===== src/rtl/step_axis_driver.sv =====
// rtl/step_axis_driver.sv - stepper axis driver: step commands to coil phases, position and limits
//
// Purpose:
//   Actuator end of the axis sweep interface. Consumes 2-bit step commands,
//   energizes the stepper coils for HOLD_CYC clocks per step, tracks the
//   absolute position and reports limit flags and sticky faults.
//
// Optional build macro:
//   STEP_AXIS_HALF_STEP_EN - defined: 8-entry half-step table (3-bit phase);
//                            undefined: 4-entry full-step table (2-bit phase).
//
// Ports:
//   clk        in   clock
//   rst        in   reset, asynchronous, active-high
//   cmd        in   2'b10 step up, 2'b01 step down, 2'b00 idle, 2'b11 illegal
//   clr_fault  in   one-cycle pulse, clears fault bits (new events win)
//   coil       out  coil drive {A,B,C,D}, 0000 when not stepping
//   pos        out  current position (never wraps)
//   mn         out  pos == 0 (combinational)
//   mx         out  pos == POS_MAX (combinational)
//   busy       out  high while a step pattern is energized
//   fault      out  sticky: [0] limit violation, [1] illegal cmd, [2] overrun
module step_axis_driver #(
  parameter int POS_W    = 8,
  parameter int POS_MAX  = 200,
  parameter int HOLD_CYC = 4
) (
  input  logic             clk,
  input  logic             rst,
  input  logic [1:0]       cmd,
  input  logic             clr_fault,
  output logic [3:0]       coil,
  output logic [POS_W-1:0] pos,
  output logic             mn,
  output logic             mx,
  output logic             busy,
  output logic [2:0]       fault
);

`ifdef STEP_AXIS_HALF_STEP_EN
  localparam int PH_W = 3;
`else
  localparam int PH_W = 2;
`endif

  localparam int CNT_W = (HOLD_CYC > 1) ? $clog2(HOLD_CYC) : 1;
  localparam logic [POS_W-1:0] POS_MAX_V = POS_W'(POS_MAX);
  localparam logic [CNT_W-1:0] CNT_LOAD  = CNT_W'(HOLD_CYC - 1);

  localparam logic [1:0] CMD_IDLE = 2'b00;
  localparam logic [1:0] CMD_DN   = 2'b01;
  localparam logic [1:0] CMD_UP   = 2'b10;
  localparam logic [1:0] CMD_BAD  = 2'b11;

  typedef enum logic {
    S_IDLE = 1'b0,
    S_STEP = 1'b1
  } state_t;

  state_t           state_q;
  logic [POS_W-1:0] pos_q;
  logic [PH_W-1:0]  phase_q;
  logic [PH_W-1:0]  phase_d;
  logic [CNT_W-1:0] cnt_q;
  logic [3:0]       coil_q;
  logic             busy_q;
  logic [2:0]       fault_q;
  logic [2:0]       fault_d;
  logic [2:0]       fault_set;
  logic             up_ok;
  logic             dn_ok;

  function automatic logic [3:0] pattern(input logic [PH_W-1:0] ph);
    logic [3:0] p;
    p = 4'b0000;
`ifdef STEP_AXIS_HALF_STEP_EN
    case (ph)
      3'd0: p = 4'b1000;
      3'd1: p = 4'b1100;
      3'd2: p = 4'b0100;
      3'd3: p = 4'b0110;
      3'd4: p = 4'b0010;
      3'd5: p = 4'b0011;
      3'd6: p = 4'b0001;
      3'd7: p = 4'b1001;
      default: p = 4'b0000;
    endcase
`else
    case (ph)
      2'd0: p = 4'b1100;
      2'd1: p = 4'b0110;
      2'd2: p = 4'b0011;
      2'd3: p = 4'b1001;
      default: p = 4'b0000;
    endcase
`endif
    return p;
  endfunction

  assign up_ok = (state_q == S_IDLE) && (cmd == CMD_UP) && (pos_q != POS_MAX_V);
  assign dn_ok = (state_q == S_IDLE) && (cmd == CMD_DN) && (pos_q != '0);

  // Phase table length is a power of two, so natural wrap of the index is mod N.
  always_comb begin
    phase_d = phase_q;
    if (up_ok) begin
      phase_d = phase_q + PH_W'(1);
    end else if (dn_ok) begin
      phase_d = phase_q - PH_W'(1);
    end
  end

  // Set-dominant sticky faults: a clear wipes old bits, but a same-cycle event survives.
  always_comb begin
    fault_set = 3'b000;
    if (state_q == S_IDLE) begin
      if ((cmd == CMD_UP && pos_q == POS_MAX_V) || (cmd == CMD_DN && pos_q == '0)) begin
        fault_set[0] = 1'b1;
      end
      if (cmd == CMD_BAD) begin
        fault_set[1] = 1'b1;
      end
    end else if (cmd != CMD_IDLE) begin
      fault_set[2] = 1'b1;
    end
    fault_d = (clr_fault ? 3'b000 : fault_q) | fault_set;
  end

  always_ff @(posedge clk or posedge rst) begin
    if (rst) begin
      state_q <= S_IDLE;
      pos_q   <= '0;
      phase_q <= '0;
      cnt_q   <= '0;
      coil_q  <= 4'b0000;
      busy_q  <= 1'b0;
      fault_q <= 3'b000;
    end else begin
      fault_q <= fault_d;
      unique case (state_q)
        S_IDLE: begin
          if (up_ok || dn_ok) begin
            pos_q   <= up_ok ? pos_q + POS_W'(1) : pos_q - POS_W'(1);
            phase_q <= phase_d;
            cnt_q   <= CNT_LOAD;
            coil_q  <= pattern(phase_d);
            busy_q  <= 1'b1;
            state_q <= S_STEP;
          end
        end
        S_STEP: begin
          if (cnt_q == '0) begin
            coil_q  <= 4'b0000;
            busy_q  <= 1'b0;
            state_q <= S_IDLE;
          end else begin
            cnt_q <= cnt_q - CNT_W'(1);
          end
        end
        default: begin
          state_q <= S_IDLE;
          coil_q  <= 4'b0000;
          busy_q  <= 1'b0;
        end
      endcase
    end
  end

  assign coil  = coil_q;
  assign pos   = pos_q;
  assign busy  = busy_q;
  assign fault = fault_q;
  assign mn    = (pos_q == '0);
  assign mx    = (pos_q == POS_MAX_V);

endmodule


===== config.mk =====
export PLATFORM = sky130hd
export DESIGN_NAME = step_axis_driver
export DESIGN_NICKNAME = d
export VERILOG_FILES = /design/src/rtl/step_axis_driver.sv
export SDC_FILE = /design/constraint.sdc
export NUM_CORES = 1
export LEC_CHECK = 0
export ABC_CLOCK_PERIOD_IN_PS = 2800
export BUFFER_PORTS_ARGS = -buffer_cell sky130_fd_sc_hd__clkbuf_2
export CORE_ASPECT_RATIO = 0.9
export CORE_MARGIN = 2
export CORE_UTILIZATION = 45
export CTS_BUF_LIST = sky130_fd_sc_hd__clkbuf_4
export DETAILED_ROUTE_END_ITERATION = 10
export PLACE_DENSITY_LB_ADDON = 0.05
export SETUP_SLACK_MARGIN = 0.15
export SYNTH_ARGS = -nofsm -noshare
export SYNTH_HDL_FRONTEND = slang
export SYNTH_SLANG_ARGS = --single-unit
export TNS_END_PERCENT = 1

===== constraint.sdc =====
create_clock -name clk -period 2.8 [get_ports clk]
set_clock_uncertainty 0.1 [all_clocks]
set_input_delay 0 -clock clk [delete_from_list [all_inputs] [get_ports clk]]
set_output_delay 0 -clock clk [all_outputs]
set_load 0.005 [all_outputs]

==> impl_metrics.csv <==
group,metric,value,unit
run_status,status,"finished, final reports clean",
yosys,ys_types,40,
final_layout,regArea,527,um^2
hold_path,hp-class,"primary input to register",
die,rows,18,
die,dieArea,3300,um^2
global_routing,antenna_found_initial,0,
timing,layout_min_cycle_time,2710,ps
die,dieWidth,60.4,um
route,drc,0,
final_layout,fillers,244,
run,maxCapViolCount,0,
timing,slew_headroom,46.9,%
place,port_buffers,22,
global_routing,track_usage,18.2,%
final_layout,nets,188,
timing,grt_setup_unrepaired,"true",
final_layout,final_cell_mix,"clkbuf_2, dfrtp_1, buf_4",
yosys,synth.area.top_cells,"dfrtp_1, ha_1, xnor2_1",
route,ant_nets,0,
setup_path,startpoint_type,"register",
timing,setup-tns-final,0,ps
power,vdd.ir_drop.worst,587,uV
route,via_per_inst,5.08,
yosys,postSynthNetCount,139,
yosys,synth.largest_area_cell,"dfrtp_1",
final_layout,diodes,0,
die,design.core.area,2730,um^2
clock_tree,clk_latency,310,ps
die,ios,23,
die,die_h,54.7,um
route,vias,1066,
setup_path,crit_type,"register to register",
power,powerDensity,1200,nW/um^2
timing,max_slew.worst_pin.slew,796,ps
place,dp_hpwl,2080,um
yosys,ys_warn_count,0,
clock_tree,cts.sinks,21,
timing,hold_viol,0,
yosys,synth_top_area_share,40.9,%
yosys,synthCells,122,
timing,final_max_slew_viol_count,0,
final_layout,area_growth,37.5,%
clock_tree,clockRootBuffer,"clkbuf_4",
hold_path,hold_depth,3,
yosys,ys_ff_latch,21,
final_layout,layout_commonest_cell,"clkbuf_2",
final_layout,multi_input_area,816,um^2
yosys,synth_flop_cell,"dfrtp_1",
clock_tree,htreeDepth,1,
global_routing,grt_first_pass_wirelength,4400,um
power,leakagePower,0.833,nW
setup_path,end_kind,"register",
route,avgRoutedWirePerCell,13.4,um
global_routing,first_global_vias,1011,
final_layout,layout-drive-gt1-share,41.2,%
route,wirelength,2810,um
clock_tree,clk_path_buf_depth,2,
clock_tree,cts_buffers,3,
yosys,synth_edf_count,0,
clock_tree,cts_tree,"done",
final_layout,fin_util,64.9,%
global_routing,grt_max_degree,22,
timing,timing.fmax,369,MHz
setup_path,cp.arrival,2830,ps
place,globalplace.congestion,0.791,
timing,finalCritPeriodShare,96.8,%
route,drtIter0Drc,47,
final_layout,stdcell_area,1770,um^2
power,power,2.12,mW
yosys,avgSynthCellArea,10.5,um^2
die,start_util,47.2,%
timing,setup_viol,0,
global_routing,grt_overflow_total,0,
setup_path,cp.required,2920,ps
yosys,syn_area,1290,um^2
setup_path,crit_path_max_fanout,8,
yosys,yosysSeqAreaShare,40.9,%
route,first_pass_iters,4,
yosys,synth-async-reset-ratio,100,%
clock_tree,clk_pin_slew_worst_paths,130,ps
setup_path,rr_worst_depth,9,
place,dpl_cell_area,1600,um^2
==> area by class of cell <==
class | instances | area share (%)
clock buffer | 3 | 1.27
inverter | 9 | 1.91
timing repair buffer | 46 | 17.8
multi-input combinational | 90 | 46.1
clock inverter | 1 | 0.283
sequential | 21 | 29.8
tap | 40 | 2.83
==> power breakdown <==
part / internal (mW) / switching (mW) / leakage (nW)
combinational: 0.766 / 0.669 / 0.564
sequential: 0.446 / 0.0886 / 0.251
clock: 0.0533 / 0.0940 / 0.0177
total: 1.27 / 0.851 / 0.833
==> cells in the mapped netlist (2+ instances only) <==
cell      instances
a21o_1            3
xor2_1            3
o21ai_0           9
ha_1             11
nand3_1           2
a31oi_1           2
a21oi_1           8
nand2_1           2
a22o_1            2
mux2_2            5
nor2_1            7
dfrtp_1          21
nand2b_1          3
inv_1             9
xnor2_1           9
or3b_2            2
==> critical path, stage by stage (launching register included) <==
cell and delay, ps:
dfrtp_1 390, or4_4 560, o31ai_4 230, buf_12 170, ha_4 210, a21o_1 180, a311o_1 320, a21oi_2 140
xnor2_1 80, mux2_4 250
==> worst paths after layout <==
kind | slack (ps) | endpoint | start
worst max-delay path | 90 | pos[6]$_DFFE_PP0P_ | pos[4]$_DFFE_PP0P_
worst min-delay path | 90 | fault[0]$_DFF_PP0_ | cmd[0]
worst max register to register | 90 | pos[6]$_DFFE_PP0P_ | pos[4]$_DFFE_PP0P_
worst min register to register | 400 | coil[2]$_DFFE_PP0P_ | coil[2]$_DFFE_PP0P_
max in group asynchronous | 1780 | pos[0]$_DFFE_PP0P_ | rst
min in group asynchronous | 250 | cnt_q[0]$_DFFE_PP0P_ | rst
==> flip-flops by register name, summed over array words and instances, names as in the netlist <==
name and cells:
pos 8, state_q 1, fault 3, busy 1, coil 4, phase_q 2
cnt_q 2
==> logic make-up after synthesis <==
kind of cell / count (synthesis) / share of synthesized area [%]
flip-flops: 21 / 40.9
XOR/XNOR: 12 / 8.17
multiplexers: 6 / 5.16
AO/OA/AOI/OAI: 33 / 17.0
AND/OR/NAND/NOR: 27 / 12.5
buffers and inverters: 11 / 4.09
adder cells (fa/ha/maj): 12 / 12.3
==> stage by stage <==
stage / instances / setup slack, ps / hold WS [ps]
6_report: 210 / 89.1 / 90.4
2_1_floorplan: 122 / -8.87 / -124
3_3_place_gp: 200 / -15.0 / 65.7
5_1_grt: 210 / 4.17 / 98.6
3_5_place_dp: 200 / -87.1 / 74.3
4_1_cts: 210 / 4.89 / 43.8
==> what timing repair did <==
action,CTS,global route
endpoints found under the setup margin,9,7
cloned,0,0
pin swaps,2,6
hold buffers,5,0
buffers inserted,1,0
hold endpoints to repair,24,0
resized for setup,0,16
==> layer usage <==
metal	GRT usage (%)	routed length [um]	vias to the layer above	share of wire, %
met2	31.3	1430	19	51
li1	-	-	527	-
met1	23.0	1270	518	45
met4	4.81	15	0	0.53
met3	4.26	88	2	3.1
met5	0	0	-	0
Note: power is estimated with default switching activity, not from simulation.
